<file path="src/rtl/esp_port_ctrl_if.sv">
// Z80 register bus and ESP byte link of esp_port_ctrl.
// The slave modport is the controller side, the master modport is the host/link side.
interface esp_port_ctrl_if;
    logic       bus_addr;
    logic       bus_rd;
    logic       bus_wr;
    logic [7:0] bus_wrdata;
    logic [7:0] bus_rddata;
    logic [7:0] tx_data;
    logic       tx_sof;
    logic       tx_valid;
    logic       tx_ready;
    logic [7:0] rx_data;
    logic       rx_valid;

    modport master (
        output bus_addr, bus_rd, bus_wr, bus_wrdata, tx_ready, rx_data, rx_valid,
        input  bus_rddata, tx_data, tx_sof, tx_valid
    );

    modport slave (
        input  bus_addr, bus_rd, bus_wr, bus_wrdata, tx_ready, rx_data, rx_valid,
        output bus_rddata, tx_data, tx_sof, tx_valid
    );
endinterface

</file>
<file path="src/rtl/esp_port_ctrl.sv">
// ESP link port controller: STATUS/DATA register pair over an RX byte FIFO and a TX FIFO
// whose entries carry a start-of-frame marker armed by a FRAME_START status write.
module esp_port_ctrl #(
    parameter int unsigned RXDEPTH_LOG2 = 3,
    parameter int unsigned TXDEPTH_LOG2 = 3
) (
    input  logic           clk,
    input  logic           reset_n,
    esp_port_ctrl_if.slave port
);
    localparam int unsigned RxDepth = 1 << RXDEPTH_LOG2;
    localparam int unsigned TxDepth = 1 << TXDEPTH_LOG2;

    typedef logic [RXDEPTH_LOG2-1:0] rx_ptr_t;
    typedef logic [RXDEPTH_LOG2:0]   rx_cnt_t;
    typedef logic [TXDEPTH_LOG2-1:0] tx_ptr_t;
    typedef logic [TXDEPTH_LOG2:0]   tx_cnt_t;

    localparam rx_cnt_t RxFullCnt = rx_cnt_t'(RxDepth);
    localparam tx_cnt_t TxFullCnt = tx_cnt_t'(TxDepth);

    // Bus decode: a write in the same cycle as a read suppresses the read.
    logic rd_eff;
    logic status_rd;
    logic data_rd;
    logic data_wr;
    logic frame_start;

    always_comb begin
        rd_eff      = port.bus_rd & ~port.bus_wr;
        status_rd   = rd_eff & ~port.bus_addr;
        data_rd     = rd_eff & port.bus_addr;
        data_wr     = port.bus_wr & port.bus_addr;
        frame_start = port.bus_wr & ~port.bus_addr & port.bus_wrdata[7];
    end

    // RX FIFO
    logic [7:0] rx_mem_q [RxDepth];
    rx_ptr_t    rx_rd_ptr_q;
    rx_ptr_t    rx_wr_ptr_q;
    rx_cnt_t    rx_cnt_q;
    rx_cnt_t    rx_cnt_d;
    logic       rx_ovf_q;
    logic       rx_ovf_d;
    logic       rx_empty;
    logic       rx_full;
    logic       rx_pop;
    logic       rx_push;
    logic       rx_drop;

    always_comb begin
        rx_empty = (rx_cnt_q == '0);
        rx_full  = (rx_cnt_q == RxFullCnt);
        rx_pop   = data_rd & ~rx_empty;
        // A pop in the same cycle frees the slot the incoming byte needs.
        rx_push  = port.rx_valid & ~frame_start & (~rx_full | rx_pop);
        rx_drop  = port.rx_valid & ~frame_start & rx_full & ~rx_pop;

        rx_cnt_d = rx_cnt_q;
        rx_ovf_d = rx_ovf_q | rx_drop;
        if (frame_start) begin
            rx_cnt_d = '0;
            rx_ovf_d = 1'b0;
        end else if (rx_push && !rx_pop) begin
            rx_cnt_d = rx_cnt_q + rx_cnt_t'(1);
        end else if (rx_pop && !rx_push) begin
            rx_cnt_d = rx_cnt_q - rx_cnt_t'(1);
        end
    end

    always_ff @(posedge clk or negedge reset_n) begin
        if (!reset_n) begin
            rx_rd_ptr_q <= '0;
            rx_wr_ptr_q <= '0;
            rx_cnt_q    <= '0;
            rx_ovf_q    <= 1'b0;
        end else begin
            rx_cnt_q <= rx_cnt_d;
            rx_ovf_q <= rx_ovf_d;
            if (frame_start) begin
                rx_rd_ptr_q <= '0;
                rx_wr_ptr_q <= '0;
            end else begin
                if (rx_push) begin
                    rx_wr_ptr_q <= rx_wr_ptr_q + rx_ptr_t'(1);
                end
                if (rx_pop) begin
                    rx_rd_ptr_q <= rx_rd_ptr_q + rx_ptr_t'(1);
                end
            end
        end
    end

    always_ff @(posedge clk) begin
        if (rx_push) begin
            rx_mem_q[rx_wr_ptr_q] <= port.rx_data;
        end
    end

    // TX FIFO
    logic [7:0]         tx_data_mem_q [TxDepth];
    logic [TxDepth-1:0] tx_sof_mem_q;
    tx_ptr_t            tx_rd_ptr_q;
    tx_ptr_t            tx_wr_ptr_q;
    tx_cnt_t            tx_cnt_q;
    tx_cnt_t            tx_cnt_d;
    logic               tx_ovf_q;
    logic               tx_ovf_d;
    logic               sof_pending_q;
    logic               sof_pending_d;
    logic               tx_nonempty;
    logic               tx_full;
    logic               tx_pop;
    logic               tx_push;
    logic               tx_drop;

    always_comb begin
        tx_nonempty = (tx_cnt_q != '0);
        tx_full     = (tx_cnt_q == TxFullCnt);
        tx_pop      = tx_nonempty & port.tx_ready;
        tx_push     = data_wr & (~tx_full | tx_pop);
        tx_drop     = data_wr & tx_full & ~tx_pop;

        tx_cnt_d = tx_cnt_q;
        if (tx_push && !tx_pop) begin
            tx_cnt_d = tx_cnt_q + tx_cnt_t'(1);
        end else if (tx_pop && !tx_push) begin
            tx_cnt_d = tx_cnt_q - tx_cnt_t'(1);
        end

        // FRAME_START leaves TX contents alone but re-arms the marker for the next push.
        tx_ovf_d      = frame_start ? 1'b0 : (tx_ovf_q | tx_drop);
        sof_pending_d = sof_pending_q;
        if (frame_start) begin
            sof_pending_d = 1'b1;
        end else if (tx_push) begin
            sof_pending_d = 1'b0;
        end
    end

    always_ff @(posedge clk or negedge reset_n) begin
        if (!reset_n) begin
            tx_rd_ptr_q   <= '0;
            tx_wr_ptr_q   <= '0;
            tx_cnt_q      <= '0;
            tx_ovf_q      <= 1'b0;
            sof_pending_q <= 1'b0;
            tx_sof_mem_q  <= '0;
        end else begin
            tx_cnt_q      <= tx_cnt_d;
            tx_ovf_q      <= tx_ovf_d;
            sof_pending_q <= sof_pending_d;
            if (tx_push) begin
                tx_wr_ptr_q               <= tx_wr_ptr_q + tx_ptr_t'(1);
                tx_sof_mem_q[tx_wr_ptr_q] <= sof_pending_q;
            end
            if (tx_pop) begin
                tx_rd_ptr_q <= tx_rd_ptr_q + tx_ptr_t'(1);
            end
        end
    end

    always_ff @(posedge clk) begin
        if (tx_push) begin
            tx_data_mem_q[tx_wr_ptr_q] <= port.bus_wrdata;
        end
    end

    // Registered read data, held between reads.
    logic [7:0] rddata_q;
    logic [7:0] rddata_d;

    always_comb begin
        rddata_d = rddata_q;
        if (status_rd) begin
            rddata_d = {4'b0000, tx_ovf_q, rx_ovf_q, tx_full, ~rx_empty};
        end else if (data_rd) begin
            rddata_d = rx_empty ? 8'h00 : rx_mem_q[rx_rd_ptr_q];
        end
    end

    always_ff @(posedge clk or negedge reset_n) begin
        if (!reset_n) begin
            rddata_q <= 8'h00;
        end else begin
            rddata_q <= rddata_d;
        end
    end

    assign port.bus_rddata = rddata_q;
    assign port.tx_valid   = tx_nonempty;
    assign port.tx_data    = tx_nonempty ? tx_data_mem_q[tx_rd_ptr_q] : 8'h00;
    assign port.tx_sof     = tx_nonempty & tx_sof_mem_q[tx_rd_ptr_q];

endmodule

</file>
<file path="src/flat_wrapper.sv">
// flat-port wrapper written by rule: the top's interface ports become plain ports
module esp_port_ctrl_flat 
#(
    parameter int unsigned RXDEPTH_LOG2 = 3,
    parameter int unsigned TXDEPTH_LOG2 = 3
)
  (clk, reset_n, port_bus_addr, port_bus_rd, port_bus_wr, port_bus_wrdata, port_tx_ready, port_rx_data, port_rx_valid, port_bus_rddata, port_tx_data, port_tx_sof, port_tx_valid);
  esp_port_ctrl_if port_i ();
  input  logic clk;
  input  logic reset_n;
  input wire logic [$bits(port_i.bus_addr)-1:0] port_bus_addr;
  input wire logic [$bits(port_i.bus_rd)-1:0] port_bus_rd;
  input wire logic [$bits(port_i.bus_wr)-1:0] port_bus_wr;
  input wire logic [$bits(port_i.bus_wrdata)-1:0] port_bus_wrdata;
  input wire logic [$bits(port_i.tx_ready)-1:0] port_tx_ready;
  input wire logic [$bits(port_i.rx_data)-1:0] port_rx_data;
  input wire logic [$bits(port_i.rx_valid)-1:0] port_rx_valid;
  output wire logic [$bits(port_i.bus_rddata)-1:0] port_bus_rddata;
  output wire logic [$bits(port_i.tx_data)-1:0] port_tx_data;
  output wire logic [$bits(port_i.tx_sof)-1:0] port_tx_sof;
  output wire logic [$bits(port_i.tx_valid)-1:0] port_tx_valid;
  assign port_i.bus_addr = port_bus_addr;
  assign port_i.bus_rd = port_bus_rd;
  assign port_i.bus_wr = port_bus_wr;
  assign port_i.bus_wrdata = port_bus_wrdata;
  assign port_i.tx_ready = port_tx_ready;
  assign port_i.rx_data = port_rx_data;
  assign port_i.rx_valid = port_rx_valid;
  assign port_bus_rddata = port_i.bus_rddata;
  assign port_tx_data = port_i.tx_data;
  assign port_tx_sof = port_i.tx_sof;
  assign port_tx_valid = port_i.tx_valid;
  esp_port_ctrl #(.RXDEPTH_LOG2(RXDEPTH_LOG2), .TXDEPTH_LOG2(TXDEPTH_LOG2)) u_core (.clk(clk), .reset_n(reset_n), .port(port_i));
endmodule
</file>
<file path="config.mk">
export PLATFORM = sky130hd
export DESIGN_NAME = esp_port_ctrl_flat
export DESIGN_NICKNAME = d
export VERILOG_FILES = /design/src/rtl/esp_port_ctrl_if.sv /design/src/rtl/esp_port_ctrl.sv /design/src/flat_wrapper.sv
export SDC_FILE = /design/constraint.sdc
export NUM_CORES = 1
export LEC_CHECK = 0
export ABC_AREA = 1
export CAP_MARGIN = 30
export CORE_MARGIN = 1
export CORE_UTILIZATION = 40
export DETAILED_ROUTE_END_ITERATION = 7
export PLACE_DENSITY_LB_ADDON = 0.2
export SLEW_MARGIN = 20
export SYNTH_ARGS = -nofsm -noshare
export SYNTH_HDL_FRONTEND = slang
export SYNTH_SLANG_ARGS = --single-unit
</file>
<file path="constraint.sdc">
create_clock -name clk -period 2.2 [get_ports clk]
set_input_delay 0.33 -clock clk [delete_from_list [all_inputs] [get_ports clk]]
set_output_delay 0.33 -clock clk [all_outputs]
set_load 0.005 [all_outputs]
</file>
==> Implementation_results.wiki <==
{| class="wikitable"
! Metric !! Value
|-
| Violation count after the first detailed-routing iteration || 228
|-
| Final period demand of the worst path || 2.140 ns
|-
| Critical Path End || port_tx_data[5]
|-
| FF-to-FF setup slack || 0.18 ns
|-
| Clk_lat worst skew || 0.43 ns
|-
| Worst reg-to-reg path cell count || 14
|-
| Largest area contributor in the netlist || sky130_fd_sc_hd__edfxtp_1
|-
| Clock transition at the registers of the reported paths || 0.07 ns
|-
| Number of endpoints failing setup at the final stage || 0
|-
| Largest buffer count on any clock path || 2
|-
| Starting Density || 0.4069
|-
| Diodes inserted || 0
|-
| RR Endpoint || u_core.rx_cnt_q[3]
|-
| Vias after detailed routing || 4908
|-
| Global-route congestion overflow total || 0
|-
| Upper clock frequency limit || 467.3 MHz
|-
| Crit path launch type || flop
|-
| Drt drc || 0
|-
| Post-synthesis instance area || 0.007310 mm²
|-
| Peak supply drop || 0.0006953 V
|-
| Power density cells || 1297 mW/mm²
|-
| Met1 layer usage reported by global route || 0.2249
|-
| CTS Buf Count || 17
|-
| Maximum capacitance violations || 0
|-
| Post-synth EDFFs || 128
|-
| Mapped Avg Cell Area || 11.11 µm²
|-
| Post-synth net total || 693
|-
| Detail Route Antenna Nets || 0
|-
| Seq/Total Area, Yosys || 0.6594
|-
| I/O pins || 41
|-
| Total wire length || 15790 µm
|-
| Chip Height || 137.2 µm
|-
| Ratio of final minimum period to clock period || 0.9728
|-
| RSZ-0062 raised after global routing || true
|-
| Result of the run || finished clean
|-
| Maximum number of pins on one net before global-route repair || 40
|-
| Hold Crit Class || reg -> reg
|-
| Total Power || 11.74 mW
|-
| CTS tree || built
|-
| Data arrival time of the critical path || 1.81 ns
|-
| Setup TNS after final layout || 0 ns
|-
| Static power due to leakage || 3.631 nW
|-
| Kind of capture point of the worst setup path || primary output
|-
| Initial antenna violation count || 0
|-
| Syn-to-layout area delta || 23.84%
|-
| Num rows || 49
|-
| Required time at the worst-slack endpoint || 1.87 ns
|-
| Flip-flop cell with the highest count after synthesis || sky130_fd_sc_hd__edfxtp_1
|-
| H-tree level count || 4
|-
| Fraction of layout instances using a drive strength above 1 || 0.1752
|-
| Cell variety after synth || 35
|-
| Clock skew after layout || 0.008101 ns
|-
| Wire length of the first global-routing pass || 24900 µm
|-
| Average detailed-routed wire length per instance || 15.98 µm
|-
| Area fraction of the dominant cell type after synthesis || 0.5258
|-
| Layer with the highest usage after global routing || met2
|-
| Sink count of the clock tree || 167
|-
| Final-report hold violation count || 0
|-
| Total global-route track usage || 0.1799
|-
| Flops & latches, synth || 167
|-
| Die area || 0.01882 mm²
|-
| Vias in the first global route || 4720
|-
| Placer's final routability congestion estimate || 0.7413
|-
| Origin of the critical flop-to-flop path || u_core.rx_cnt_q[0]
|-
| Drt via density || 4.968
|-
| Number of I/O port buffers || 40
|-
| Sum of net half-perimeters after detailed placement || 9763 µm
|-
| Type of the worst setup path || reg -> out
|-
| Cells taking the most area after synthesis || sky130_fd_sc_hd__edfxtp_1 (53%), sky130_fd_sc_hd__dfrtp_1 (13%), sky130_fd_sc_hd__nand2_1 (6.4%)
|-
| Length of the first detailed-routing pass in iterations || 5
|-
| Global-route met2 utilization || 0.3114
|-
| First element of the critical path || u_core.tx_rd_ptr_q[0]
|-
| Largest driver fanout on the critical path || 18
|-
| Async S/R FF share, synth || 0.2335
|-
| Final Slew Violations || 0
|-
| Placeable core area || 0.01796 mm²
|-
| Die width || 137.2 µm
|-
| Net count of the finished layout || 781
|-
| Syn Inst Count || 658
|-
| Transition time at the pin with the least slew margin || 0.5208 ns
|-
| Worst hold margin || 0.4830 ns
|-
| Remaining max-slew budget at the tightest pin || 0.6528
|-
| Global Route met3 Usage || 0.03606
|-
| Clk Tree Root Cell || sky130_fd_sc_hd__clkbuf_16
|-
| Synth Warn # || 0
|}
## cells by family after synthesis
kind of cell               Yosys count  share of synthesized area
xor gates and xnor gates            11                    0.01318
and+or+nand+nor                    309                     0.1799
AOI/OAI and AO/OA                   89                    0.06590
muxes                                1                   0.002053
DFF                                167                     0.6594
adders and majority gates           12                    0.02260
buffers and inverters               69                    0.05700
## per-layer routing
layer  up-vias  wire, µm
met5         -         0
met2        93      8044
met3        12       515
met4         0       163
li1       2434         -
met1      2369      7068
## Yosys cell counts (4+ instances only)
cell type                  number
sky130_fd_sc_hd__xor2_1         7
sky130_fd_sc_hd__nor2_1       109
sky130_fd_sc_hd__ha_1          10
sky130_fd_sc_hd__o21ai_0       45
sky130_fd_sc_hd__nand4_1       10
sky130_fd_sc_hd__o21ai_1       27
sky130_fd_sc_hd__inv_1         36
sky130_fd_sc_hd__buf_2         10
sky130_fd_sc_hd__edfxtp_1     128
sky130_fd_sc_hd__nand2_2        5
sky130_fd_sc_hd__nor2_2         5
sky130_fd_sc_hd__nand3_1       43
sky130_fd_sc_hd__nand2_1      125
sky130_fd_sc_hd__xnor2_1        4
sky130_fd_sc_hd__buf_6         13
sky130_fd_sc_hd__dfrtp_1       39
sky130_fd_sc_hd__o211ai_1       8
sky130_fd_sc_hd__nor3_1         8
## where the power goes
part	total [mW]	internal, mW	switching, mW
logic	4.32	1.91	2.42
clock network	3.05	1.73	1.33
registers	4.37	3.96	0.403
total	11.7	7.60	4.15
## per-stage QoR
stage | std cells | utilization | instance area [µm²] | worst slack (ns)
after floorplan | 658 | - | 7310 | 0.1667
after global placement | 944 | 0.4573 | 8215 | -0.1683
after detailed placement | 944 | 0.4573 | 8215 | -0.3002
after CTS | 980 | 0.4962 | 8914 | -0.2154
after global routing | 988 | 0.5039 | 9052 | -0.04812
final | 988 | 0.5039 | 9052 | 0.05990
## worst min path at each step
stage | slack [ns] | end | from | cells past startpoint
CTS | 0.49 | u_core.tx_sof_mem_q[6] | u_core.tx_sof_mem_q[6] | 2
finish | 0.48 | u_core.port.bus_rddata[0] | u_core.port.bus_rddata[0] | 2
detailed placement | 0.43 | u_core.port.bus_rddata[0] | reset_n | 2
global route | 0.52 | u_core.tx_sof_mem_q[6] | u_core.tx_sof_mem_q[6] | 2
global placement | 0.43 | u_core.port.bus_rddata[0] | reset_n | 2
floorplan | 0.03 | u_core.port.bus_rddata[0] | reset_n | 0
## flip-flops by register name, indices dropped and copies added, names as in the netlist
register,cells
u_core.tx_data_mem_q,64
u_core.rx_ovf_q,1
u_core.port.bus_rddata,8
u_core.rx_wr_ptr_q,3
u_core.rx_rd_ptr_q,3
u_core.tx_ovf_q,1
u_core.sof_pending_q,1
u_core.tx_wr_ptr_q,3
u_core.tx_cnt_q,4
u_core.rx_cnt_q,4
u_core.tx_rd_ptr_q,3
u_core.rx_mem_q,64
u_core.tx_sof_mem_q,8
## timing repair
action,CTS,global route
hold endpoints to repair,39,0
gates resized for setup,19,43
pin swaps,1,9
gates cloned,2,2
hold buffers,1,0
endpoints found under the setup margin,9,11
buffers inserted,1,7
## cell usage in the layout (no fill, tap or decap), types with 5 or more instances in the layout
master                            instances
sky130_fd_sc_hd__buf_12                  14
sky130_fd_sc_hd__buf_4                   37
sky130_fd_sc_hd__clkbuf_16               19
sky130_fd_sc_hd__clkbuf_2                 6
sky130_fd_sc_hd__clkdlybuf4s50_1         30
sky130_fd_sc_hd__dfrtp_1                 34
sky130_fd_sc_hd__dfrtp_2                  5
sky130_fd_sc_hd__edfxtp_1               128
sky130_fd_sc_hd__ha_1                     9
sky130_fd_sc_hd__inv_1                   36
sky130_fd_sc_hd__inv_6                    6
sky130_fd_sc_hd__nand2_1                125
sky130_fd_sc_hd__nand2_2                  5
sky130_fd_sc_hd__nand3_1                 43
sky130_fd_sc_hd__nand4_1                 10
sky130_fd_sc_hd__nor2_1                 102
sky130_fd_sc_hd__nor2_2                   8
sky130_fd_sc_hd__nor2_4                   6
sky130_fd_sc_hd__nor3_1                   8
sky130_fd_sc_hd__o211ai_1                 8
sky130_fd_sc_hd__o21ai_0                 39
sky130_fd_sc_hd__o21ai_1                 29
sky130_fd_sc_hd__xor2_1                   7
## cell type report
cell class	count	area, µm²
Tap cell	229	286.5
Fill cell	1596	8911
Clock buffer	17	425.4
Timing Repair inverter	1	16.27
Timing Repair Buffer	96	1003
Clock inverter	15	182.7
Multi-Input combinational cell	422	2138
Inverter	41	173.9
Sequential cell	167	4826
## worst max-delay path: stages (launching register included)
cell	delay, ns
sky130_fd_sc_hd__dfrtp_2	0.46
sky130_fd_sc_hd__buf_12	0.17
sky130_fd_sc_hd__buf_12	0.12
sky130_fd_sc_hd__clkinv_8	0.09
sky130_fd_sc_hd__nor2_1	0.05
sky130_fd_sc_hd__o21ai_1	0.13
sky130_fd_sc_hd__nor2_1	0.05
sky130_fd_sc_hd__nor2_1	0.09
sky130_fd_sc_hd__clkdlybuf4s15_1	0.21
No activity file was read; power rests on OpenSTA's default activity.
